**src/rtl/regfile_pkg.sv**
```systemverilog
// Shared register-file constants for the writeback path.
// The requester count here is the default width of the writeback arbiter.
package regfile_pkg;
    localparam int          REG_AW   = 5;
    localparam int          REG_DW   = 32;
    localparam int          REG_NUM  = 32;
    localparam logic [4:0]  REG_ZERO = 5'd0;
    localparam logic [4:0]  REG_RA   = 5'd31;
    localparam int          N_WB_REQ = 3;
endpackage

```
**src/rtl/regfile_wb_arbiter_rr.sv**
```systemverilog
// Generic round-robin arbiter.
// It grants the first asserted request at or after ptr_i, wrapping modulo N.
module rr_arbiter #(
    parameter int N  = 3,
    parameter int PW = $clog2(N)
) (
    input  logic [N-1:0]  req_i,
    input  logic [PW-1:0] ptr_i,
    output logic [N-1:0]  grant_o,
    output logic [PW-1:0] grant_idx_o
);

    logic w_found;

    always_comb begin
        grant_o     = '0;
        grant_idx_o = '0;
        w_found     = 1'b0;
        for (int k = 0; k < N; k++) begin
            int idx;
            idx = int'(ptr_i) + k;
            if (idx >= N) begin
                idx = idx - N;
            end
            if (!w_found && req_i[idx]) begin
                w_found      = 1'b1;
                grant_o[idx] = 1'b1;
                grant_idx_o  = PW'(idx);
            end
        end
    end

endmodule

```
**src/rtl/regfile_wb_arbiter.sv**
```systemverilog
// Shares the register-file write port among writeback units.
// It also tracks issued-but-uncommitted destinations so the decoder can detect hazards.
module regfile_wb_arbiter
    import regfile_pkg::*;
#(
    parameter int N_REQ = N_WB_REQ,
    parameter int AW    = REG_AW,
    parameter int DW    = REG_DW
) (
    input  logic                clk,
    input  logic                rst_n,
    input  logic [N_REQ-1:0]    req_valid_i,
    input  logic [N_REQ*AW-1:0] req_wa_i,
    input  logic [N_REQ*DW-1:0] req_wd_i,
    output logic [N_REQ-1:0]    req_ready_o,
    input  logic                rsv_valid_i,
    input  logic [AW-1:0]       rsv_wa_i,
    input  logic [AW-1:0]       chk_ra1_i,
    input  logic [AW-1:0]       chk_ra2_i,
    output logic                hazard_o,
    output logic                RegWrite_o,
    output logic [AW-1:0]       wa_o,
    output logic [DW-1:0]       wd_o,
    output logic [2**AW-1:0]    pending_o,
    output logic                rsv_err_o
);

    localparam int PW   = $clog2(N_REQ);
    localparam int NREG = 2**AW;

    logic [N_REQ-1:0] w_grant;
    logic [PW-1:0]    w_gidx;
    logic             w_take;
    logic [AW-1:0]    w_gwa;
    logic [DW-1:0]    w_gwd;
    logic [PW-1:0]    r_rr_ptr;
    logic [NREG-1:0]  r_pending;
    logic [NREG-1:0]  w_pending_next;
    logic             r_rsv_err;
    logic             w_rsv_collide;

    rr_arbiter #(
        .N  (N_REQ),
        .PW (PW)
    ) u_arb (
        .req_i       (req_valid_i),
        .ptr_i       (r_rr_ptr),
        .grant_o     (w_grant),
        .grant_idx_o (w_gidx)
    );

    assign req_ready_o = rst_n ? w_grant : '0;
    assign w_take      = |req_ready_o;
    assign w_gwa       = req_wa_i[int'(w_gidx)*AW +: AW];
    assign w_gwd       = req_wd_i[int'(w_gidx)*DW +: DW];

    // A grant to r0 still consumes the request and advances the pointer, but never writes.
    always_ff @(posedge clk) begin
        if (!rst_n) begin
            r_rr_ptr   <= '0;
            RegWrite_o <= 1'b0;
            wa_o       <= '0;
            wd_o       <= '0;
        end else if (w_take) begin
            r_rr_ptr   <= (w_gidx == PW'(N_REQ-1)) ? '0 : w_gidx + PW'(1);
            RegWrite_o <= (w_gwa != '0);
            wa_o       <= w_gwa;
            wd_o       <= w_gwd;
        end else begin
            RegWrite_o <= 1'b0;
        end
    end

    // Set is applied after clear so a fresh reservation survives a same-cycle commit.
    always_comb begin
        w_pending_next = r_pending;
        w_rsv_collide  = 1'b0;
        if (RegWrite_o) begin
            w_pending_next[wa_o] = 1'b0;
        end
        if (rsv_valid_i && (rsv_wa_i != '0)) begin
            w_pending_next[rsv_wa_i] = 1'b1;
            if (r_pending[rsv_wa_i] && !(RegWrite_o && (wa_o == rsv_wa_i))) begin
                w_rsv_collide = 1'b1;
            end
        end
    end

    always_ff @(posedge clk) begin
        if (!rst_n) begin
            r_pending <= '0;
            r_rsv_err <= 1'b0;
        end else begin
            r_pending <= w_pending_next;
            if (w_rsv_collide) begin
                r_rsv_err <= 1'b1;
            end
        end
    end

    assign hazard_o  = ((chk_ra1_i != '0) && r_pending[chk_ra1_i]) ||
                       ((chk_ra2_i != '0) && r_pending[chk_ra2_i]);
    assign pending_o = r_pending;
    assign rsv_err_o = r_rsv_err;

endmodule

```
**config.mk**
```make
export PLATFORM = sky130hd
export DESIGN_NAME = regfile_wb_arbiter
export DESIGN_NICKNAME = d
export VERILOG_FILES = /design/src/rtl/regfile_pkg.sv /design/src/rtl/regfile_wb_arbiter_rr.sv /design/src/rtl/regfile_wb_arbiter.sv
export SDC_FILE = /design/constraint.sdc
export NUM_CORES = 1
export LEC_CHECK = 0
export CAP_MARGIN = 40
export CORE_MARGIN = 3
export CORE_UTILIZATION = 55
export CTS_CLUSTER_DIAMETER = 50
export CTS_CLUSTER_SIZE = 28
export DETAILED_ROUTE_END_ITERATION = 8
export DONT_BUFFER_PORTS = 1
export PLACE_DENSITY = 0.77
export SKIP_LAST_GASP = 1
export SYNTH_ARGS = -nofsm -noshare
export SYNTH_HDL_FRONTEND = slang
export SYNTH_SLANG_ARGS = --single-unit
```
**constraint.sdc**
```tcl
create_clock -name clk -period 4.3 [get_ports clk]
set_input_delay 0.86 -clock clk [delete_from_list [all_inputs] [get_ports clk]]
set_output_delay 0.86 -clock clk [all_outputs]
set_load 0.01 [all_outputs]
```
Yosys cells after proc, flatten, opt, wreduce, memory -nomap -nowiden
Index checks and enable logic that the tools add are counted.

storage, ports and cells
  flip-flop bits (word level) = 73
  bits of input ports = 132
  output and inout bits = 75
  word-level logic and storage cells = 101

operators by class
  add/sub/neg operators = 6
  multiply operators = 1
  $lt $le $gt $ge = 15
  equal/unequal tests = 2
  shift-type cells = 2
  multiplexer cells = 42
  bitwise operators = 5
  reductions and logical operators = 22

operator list
  operator               number
  $mux 32                5
  $ge 32x1->1 const B    3
  $lt 32x4->1 const B    3
  $shiftx 96x8->32       1
  $ge 32x3->1 const B    2
  $sub 32x3->32 const B  2
  $and 32x32->32         1
  $not 32->32            1
  $or 32x32->32          1
  $lt 5x6->1 const B     4
  $reduce_bool 5->1      4
  $mux 1                 18
  $bmux 1 s5             3
  $shiftx 15x6->5        1
  $logic_and 1x1->1      12
  $mux 3                 4
  $demux 1 s5            2
  $ge 5x1->1 const B     2
  $mux 2                 4
  $bmux 1 s2             3
  $demux 1 s2            3
  $or 3x3->3             2
  $eq 5x5->1             1
  $mul 2x3->5 const B    1
  other kinds (10)       12

Depth between registers and ports, before layout
  depth after elaboration = 15
  depth in mapped cells = 12
  mapped depth without buffers = 8

Hierarchy
Synthesis repeated with hierarchy kept, for this count alone.

unflattened totals
  cell total of the unflattened synthesis = 518
  area, all modules = 4747.1 um2

by module, submodules not included
  module              instances  cells an instance  area an instance (um2)  sequential area each (um2)
  regfile_wb_arbiter  1          476                4439.3                  1461.4
  rr_arbiter          1          42                 307.8                   0.0

Least setup slack after synthesis
Ideal clock, no wire load.

  kind = in2out
  start = input port chk_ra1_i[1]
  end = output port hazard_o
  arrival = 2.442 ns
  required time = 3.440 ns
  setup slack = 0.998 ns
  stages on the path = 5
  path buffers = 1
  path through = clkbuf_1 > mux4_2 > mux4_2 > mux2i_1 > nand2_1

on the way
  cells in the longest elaborated chain, start to end = 4
  elaborated cells on any way between the ends = 5
  classes of those cells = mux (2); reduce/logical (3)

ends and longest elaborated chain
  what                          line                       RTL
  start: declaration            regfile_wb_arbiter.sv:18   input logic [AW-1:0] chk_ra1_i,
  $bmux 1 s5                    regfile_wb_arbiter.sv:101  assign hazard_o = ((chk_ra1_i != '0) && r_pending[chk_ra1_i]) ||
  $mux 1 (not written as such)  regfile_wb_arbiter.sv:101
  $logic_and 1x1->1 *           regfile_wb_arbiter.sv:101
  $logic_or 1x1->1 *            regfile_wb_arbiter.sv:101
  end: declaration              regfile_wb_arbiter.sv:20   output logic hazard_o,

Mark *: on every way between the ends. The rest lies on a longest branch, timed or not. The select of a mux whose other input is x is not followed.

Final worst setup path
  start = register r_rr_ptr[0]
  end = output port req_ready_o[0]

on the way
  cells in the longest elaborated chain, start to end = 13
  elaborated cells on any way between the ends = 47
  classes of those cells = add/sub (5); order compare (9); mux (24); bitwise (2); reduce/logical (7)

ends and longest elaborated chain
  what                                                    line                         RTL
  start: declaration                                      regfile_wb_arbiter.sv:36     logic [PW-1:0] r_rr_ptr;
  start signal: assignment                                regfile_wb_arbiter.sv:65     r_rr_ptr <= (w_gidx == PW'(N_REQ-1)) ? '0 : w_gidx + PW'(1);
  branches (longest 11 deep; another with $sub 32x3->32)  n/a
  $mux 3 *                                                regfile_wb_arbiter_rr.sv:25  if (!w_found && req_i[idx]) begin
  $mux 3 *                                                regfile_wb_arbiter.sv:52     assign req_ready_o = rst_n ? w_grant : '0;
  end: declaration                                        regfile_wb_arbiter.sv:15     output logic [N_REQ-1:0] req_ready_o,

Every way passes the cells marked *. The select of a mux whose other input is x is not followed.

==> report_table.html <==
<table>
<tr><th>Metric</th><th>Value</th></tr>
<tr><th colspan="2">Clock tree</th></tr>
<tr><td>Clock slew at the register clock pins of the worst setup and hold paths</td><td>0.08 ns</td></tr>
<tr><td>Sinks on Clock Net</td><td>73</td></tr>
<tr><td>Clk Latency, worst-skew pair</td><td>around 0.35 ns</td></tr>
<tr><td>Clock tree from TritonCTS</td><td>done</td></tr>
<tr><td>CTS Hold Bufs</td><td>0</td></tr>
<tr><td>Number of buffers on the longest clock path</td><td>2</td></tr>
<tr><td>Setup fix buffers added after clock tree synthesis</td><td>0</td></tr>
<tr><td>Cts repair resizes</td><td>0</td></tr>
<tr><td>Cts bufs inserted</td><td>9</td></tr>
<tr><td>Clock tree root driver cell</td><td>sky130_fd_sc_hd__clkbuf_8</td></tr>
<tr><td>Maximum level of the CTS H-tree</td><td>3</td></tr>
<tr><th colspan="2">Floorplanning</th></tr>
<tr><td>Floorplan core area</td><td>~8800 um2</td></tr>
<tr><td>Die Area</td><td>slightly above 10000 um2</td></tr>
<tr><td>Die height</td><td>slightly above 100 um</td></tr>
<tr><td>Initial cell density of the core</td><td>0.572</td></tr>
<tr><td>Top-level I/O count</td><td>207</td></tr>
<tr><td>Number of placement rows</td><td>34</td></tr>
<tr><td>Floorplan die width</td><td>102 um</td></tr>
<tr><th colspan="2">Synth</th></tr>
<tr><td>Primary FF master, synth</td><td>sky130_fd_sc_hd__dfxtp_1</td></tr>
<tr><td>Post-synth top cells</td><td>sky130_fd_sc_hd__nand2_1 (85), sky130_fd_sc_hd__dfxtp_1 (73), sky130_fd_sc_hd__mux2i_1 (42), sky130_fd_sc_hd__or4_1 (41), sky130_fd_sc_hd__clkbuf_1 (40)</td></tr>
<tr><td>Fraction of the yosys area taken by sequential cells</td><td>0.289</td></tr>
<tr><td>Number of instances in the synthesized netlist</td><td>569</td></tr>
<tr><td>Area fraction of the dominant cell type after synthesis</td><td>0.289</td></tr>
<tr><td>Syn nets</td><td>around 710</td></tr>
<tr><td>Count of state elements after synthesis</td><td>between 70 and 80</td></tr>
<tr><td>Mean Syn Cell Area</td><td>roughly 9 um2</td></tr>
<tr><td>Count leader, synth</td><td>sky130_fd_sc_hd__nand2_1</td></tr>
<tr><td>Post-synthesis instance area</td><td>5060 um2</td></tr>
<tr><td>Cell taking the most area after synthesis</td><td>sky130_fd_sc_hd__dfxtp_1</td></tr>
<tr><td>Count of synthesis-stage warnings from yosys</td><td>0</td></tr>
<tr><td>Area contributors post-synth</td><td>sky130_fd_sc_hd__dfxtp_1 (29%), sky130_fd_sc_hd__mux4_2 (12%), sky130_fd_sc_hd__mux2i_1 (8.3%)</td></tr>
<tr><td>Yosys cell types</td><td>59</td></tr>
<tr><td>Proportion of register bits with asynchronous set or reset after synthesis</td><td>0</td></tr>
<tr><td>Number of enable-type register cells in the synthesized netlist</td><td>0</td></tr>
<tr><th colspan="2">Timing</th></tr>
<tr><td>Largest clock skew in the final design</td><td>~0.017 ns</td></tr>
<tr><td>Fin crit period</td><td>3.34 ns</td></tr>
<tr><td>Final worst-path cycle share</td><td>0.778</td></tr>
<tr><td>Final setup violation count</td><td>0</td></tr>
<tr><td>Unrepaired setup endpoints after global routing</td><td>no</td></tr>
<tr><td>Tightest slew margin relative to the limit</td><td>0.538</td></tr>
<tr><td>Number of failing hold endpoints at the final stage</td><td>0</td></tr>
<tr><td>Transition time of the tightest slew-check pin</td><td>around 0.69 ns</td></tr>
<tr><td>Highest clock rate</td><td>between 200 and 300 MHz</td></tr>
<tr><td>Final Max Slew Viols</td><td>0</td></tr>
<tr><td>Total negative slack</td><td>0 ns</td></tr>
<tr><th colspan="2">Critical path</th></tr>
<tr><td>Endpoint kind of the worst setup timing path</td><td>output port</td></tr>
<tr><td>Critical path required time</td><td>~3.4 ns</td></tr>
<tr><td>Worst path slowest cell</td><td>sky130_fd_sc_hd__ha_1</td></tr>
<tr><td>Sort of element at the start of the critical path</td><td>register</td></tr>
<tr><td>Startpoint-to-endpoint class of the critical path</td><td>reg2out</td></tr>
<tr><td>FF-to-FF End</td><td>wd_o[15]$_SDFFE_PN0P_</td></tr>
<tr><td>Reg2Reg Launch Point</td><td>r_rr_ptr[0]$_SDFFE_PN0P_</td></tr>
<tr><td>Reg2reg setup slack</td><td>~1.2 ns</td></tr>
<tr><td>Largest delay contributor family on the critical path</td><td>simple AND/OR/NAND/NOR gates</td></tr>
<tr><td>Crit-path max FO</td><td>11</td></tr>
<tr><td>Number of cells on the worst reg-to-reg path</td><td>9</td></tr>
<tr><td>Critical Path Max Stage Delay</td><td>0.44 ns</td></tr>
<tr><td>Critical path cell sequence</td><td>inv_1 -&gt; ha_1 -&gt; or3b_1 -&gt; a211oi_2 -&gt; o21ai_1 -&gt; a22oi_2 -&gt; and2_1</td></tr>
<tr><td>Buffering stage count on the worst path with inverters included</td><td>1</td></tr>
<tr><td>Arrival time at the worst endpoint</td><td>2.48 ns</td></tr>
<tr><th colspan="2">Routing</th></tr>
<tr><td>Per-cell routed wire length</td><td>~24 um</td></tr>
<tr><td>DRT iter0 DRCs</td><td>approximately 350</td></tr>
<tr><td>Count of antenna-violating nets left after detailed routing</td><td>0</td></tr>
<tr><td>DRC Markers</td><td>0</td></tr>
<tr><td>Routed Wire Length</td><td>15200 um</td></tr>
<tr><td>Vias post-DR</td><td>roughly 4600</td></tr>
<tr><td>Per-cell via count in the routed design</td><td>7.21</td></tr>
<tr><td>First-pass DRT Iterations</td><td>7</td></tr>
<tr><th colspan="2">Pwr</th></tr>
<tr><td>Total power density per cell area</td><td>a little over 600 nW/um2</td></tr>
<tr><td>Peak supply drop</td><td>between 0.6 and 0.7 mV</td></tr>
<tr><td>Pleak</td><td>approximately 0.0017 uW</td></tr>
<tr><th colspan="2">Min path</th></tr>
<tr><td>Number of stages on the worst hold path</td><td>2</td></tr>
<tr><td>Hold Crit Endpoint</td><td>wd_o[6]$_SDFFE_PN0P_</td></tr>
<tr><td>Hold wc startpoint</td><td>wd_o[6]$_SDFFE_PN0P_</td></tr>
<tr><td>Worst min-delay path class</td><td>reg2reg</td></tr>
<tr><th colspan="2">Global route</th></tr>
<tr><td>Wire length of the first global-routing pass</td><td>~24000 um</td></tr>
<tr><td>Global route hottest layer</td><td>met2</td></tr>
<tr><td>Antenna violations before repair</td><td>3</td></tr>
<tr><td>Number of global-route vias before repair</td><td>4521</td></tr>
<tr><td>Met2 Resource Use GR</td><td>0.476</td></tr>
<tr><td>All-layer global routing usage</td><td>0.286</td></tr>
<tr><td>Global-route track usage on met1</td><td>0.347</td></tr>
<tr><td>Met3 routing resource usage after global routing</td><td>0.0949</td></tr>
<tr><td>Maximum number of pins on one net before global-route repair</td><td>a little over 80</td></tr>
<tr><td>Aggregate global routing overflow</td><td>0</td></tr>
<tr><th colspan="2">Finish</th></tr>
<tr><td>Finished Cell Area</td><td>roughly 5200 um2</td></tr>
<tr><td>Fraction of final layout cells sized beyond drive strength 1</td><td>0.119</td></tr>
<tr><td>Finished Core Util</td><td>0.585</td></tr>
<tr><td>Area growth from synthesis to layout</td><td>2.30%</td></tr>
<tr><td>Layout net count</td><td>roughly 660</td></tr>
<tr><th colspan="2">Placement</th></tr>
<tr><td>Number of buffers added on ports</td><td>0</td></tr>
<tr><td>Final GP Congestion</td><td>around 0.93</td></tr>
<tr><td>Placed instance area</td><td>4980 um2</td></tr>
<tr><td>HPWL reported at the end of detailed placement</td><td>around 11000 um</td></tr>
<tr><th colspan="2">Outcome</th></tr>
<tr><td>Status</td><td>finished clean</td></tr>
<tr><th colspan="2">Run</th></tr>
<tr><td>Maximum Capacitance Violations</td><td>0</td></tr>
</table>
-- worst register-to-register path, stage by stage, from the launching register on --
cell and delay (ns):
sky130_fd_sc_hd__dfxtp_1 0.34, sky130_fd_sc_hd__inv_1 0.09, sky130_fd_sc_hd__ha_1 0.48, sky130_fd_sc_hd__a21oi_1 0.14, sky130_fd_sc_hd__a22o_2 0.28, sky130_fd_sc_hd__nor2_2 0.54, sky130_fd_sc_hd__nor2_2 0.29, sky130_fd_sc_hd__buf_4 0.31
sky130_fd_sc_hd__o311ai_1 0.38, sky130_fd_sc_hd__mux2i_1 0.12
-- power breakdown --
| part | total (uW) | internal, uW | switching, uW |
|---|---|---|---|
| clock network | 544 | 280 | 265 |
| registers | 1070 | 838 | 232 |
| logic | 1600 | 670 | 929 |
| total | 3210 | 1790 | 1430 |
-- worst max-delay path by stage --
stage                                        start                    end  cells past startpoint
after floorplan                       chk_ra1_i[1]               hazard_o                      5
after global placement              req_valid_i[2]         req_ready_o[0]                      5
after detailed placement  r_rr_ptr[0]$_SDFFE_PN0P_  wd_o[15]$_SDFFE_PN0P_                      9
after CTS                 r_rr_ptr[0]$_SDFFE_PN0P_         req_ready_o[0]                      7
after global routing      r_rr_ptr[0]$_SDFFE_PN0P_         req_ready_o[1]                      7
final                     r_rr_ptr[0]$_SDFFE_PN0P_         req_ready_o[0]                      7
-- placed cells by master (no fill, tap or decap), types with 5 or more instances in the layout --
master / n
sky130_fd_sc_hd__nand2_1: 85
sky130_fd_sc_hd__dfxtp_1: 73
sky130_fd_sc_hd__mux2i_1: 42
sky130_fd_sc_hd__or4_1: 41
sky130_fd_sc_hd__o21ai_0: 37
sky130_fd_sc_hd__a21oi_1: 36
sky130_fd_sc_hd__o21a_1: 36
sky130_fd_sc_hd__o311ai_1: 32
sky130_fd_sc_hd__mux4_2: 26
sky130_fd_sc_hd__nor2_1: 11
sky130_fd_sc_hd__clkbuf_8: 10
sky130_fd_sc_hd__inv_1: 6
sky130_fd_sc_hd__nand3b_1: 6
sky130_fd_sc_hd__buf_4: 6
sky130_fd_sc_hd__a22oi_1: 5
sky130_fd_sc_hd__o311ai_0: 5
-- metal layers --
layer  wire length [um]  up-vias
li1                   -     2112
met2               7510      295
met4                415        0
met1               5420     2179
met5                  0        -
met3               1820       46
-- flip-flops by register name (all words and copies together) (netlist names) --
name,cells
rsv_err_o,1
RegWrite_o,1
wa_o,5
r_rr_ptr,2
wd_o,32
pending_o,32
-- cell type report --
class                   instances  area, um2
fillers                       800       3670
clock inverters                 5       56.3
well taps                     108        135
repair buffers                  8       77.6
clock buffers                  10        138
multi-input cells             428       3280
flip-flops and latches         73       1460
diodes                          3       7.51
inverters                       7       26.3
-- cell families after synthesis --
family                     count (synthesis)  synth area share
and+or+nand+nor                          178             0.189
AOI/OAI and AO/OA                        171             0.234
DFF                                       73             0.289
muxes                                     70             0.203
buffers and inverters                     68            0.0665
xor gates and xnor gates                   5           0.00865
adders and majority gates                  4           0.00989
-- through the flow --
stage / setup WS (ns) / cells / hold slack, ns / power, uW
floorplan: 0.998 / 569 / 0.472 / 2470
global placement: 1.39 / 622 / 0.486 / 2610
detailed placement: 1.21 / 624 / 0.506 / 2670
CTS: 0.944 / 639 / 0.518 / 3220
global route: 0.768 / 642 / 0.531 / 3440
finish: 0.956 / 642 / 0.511 / 3210
(Power assumes the default switching activity.)
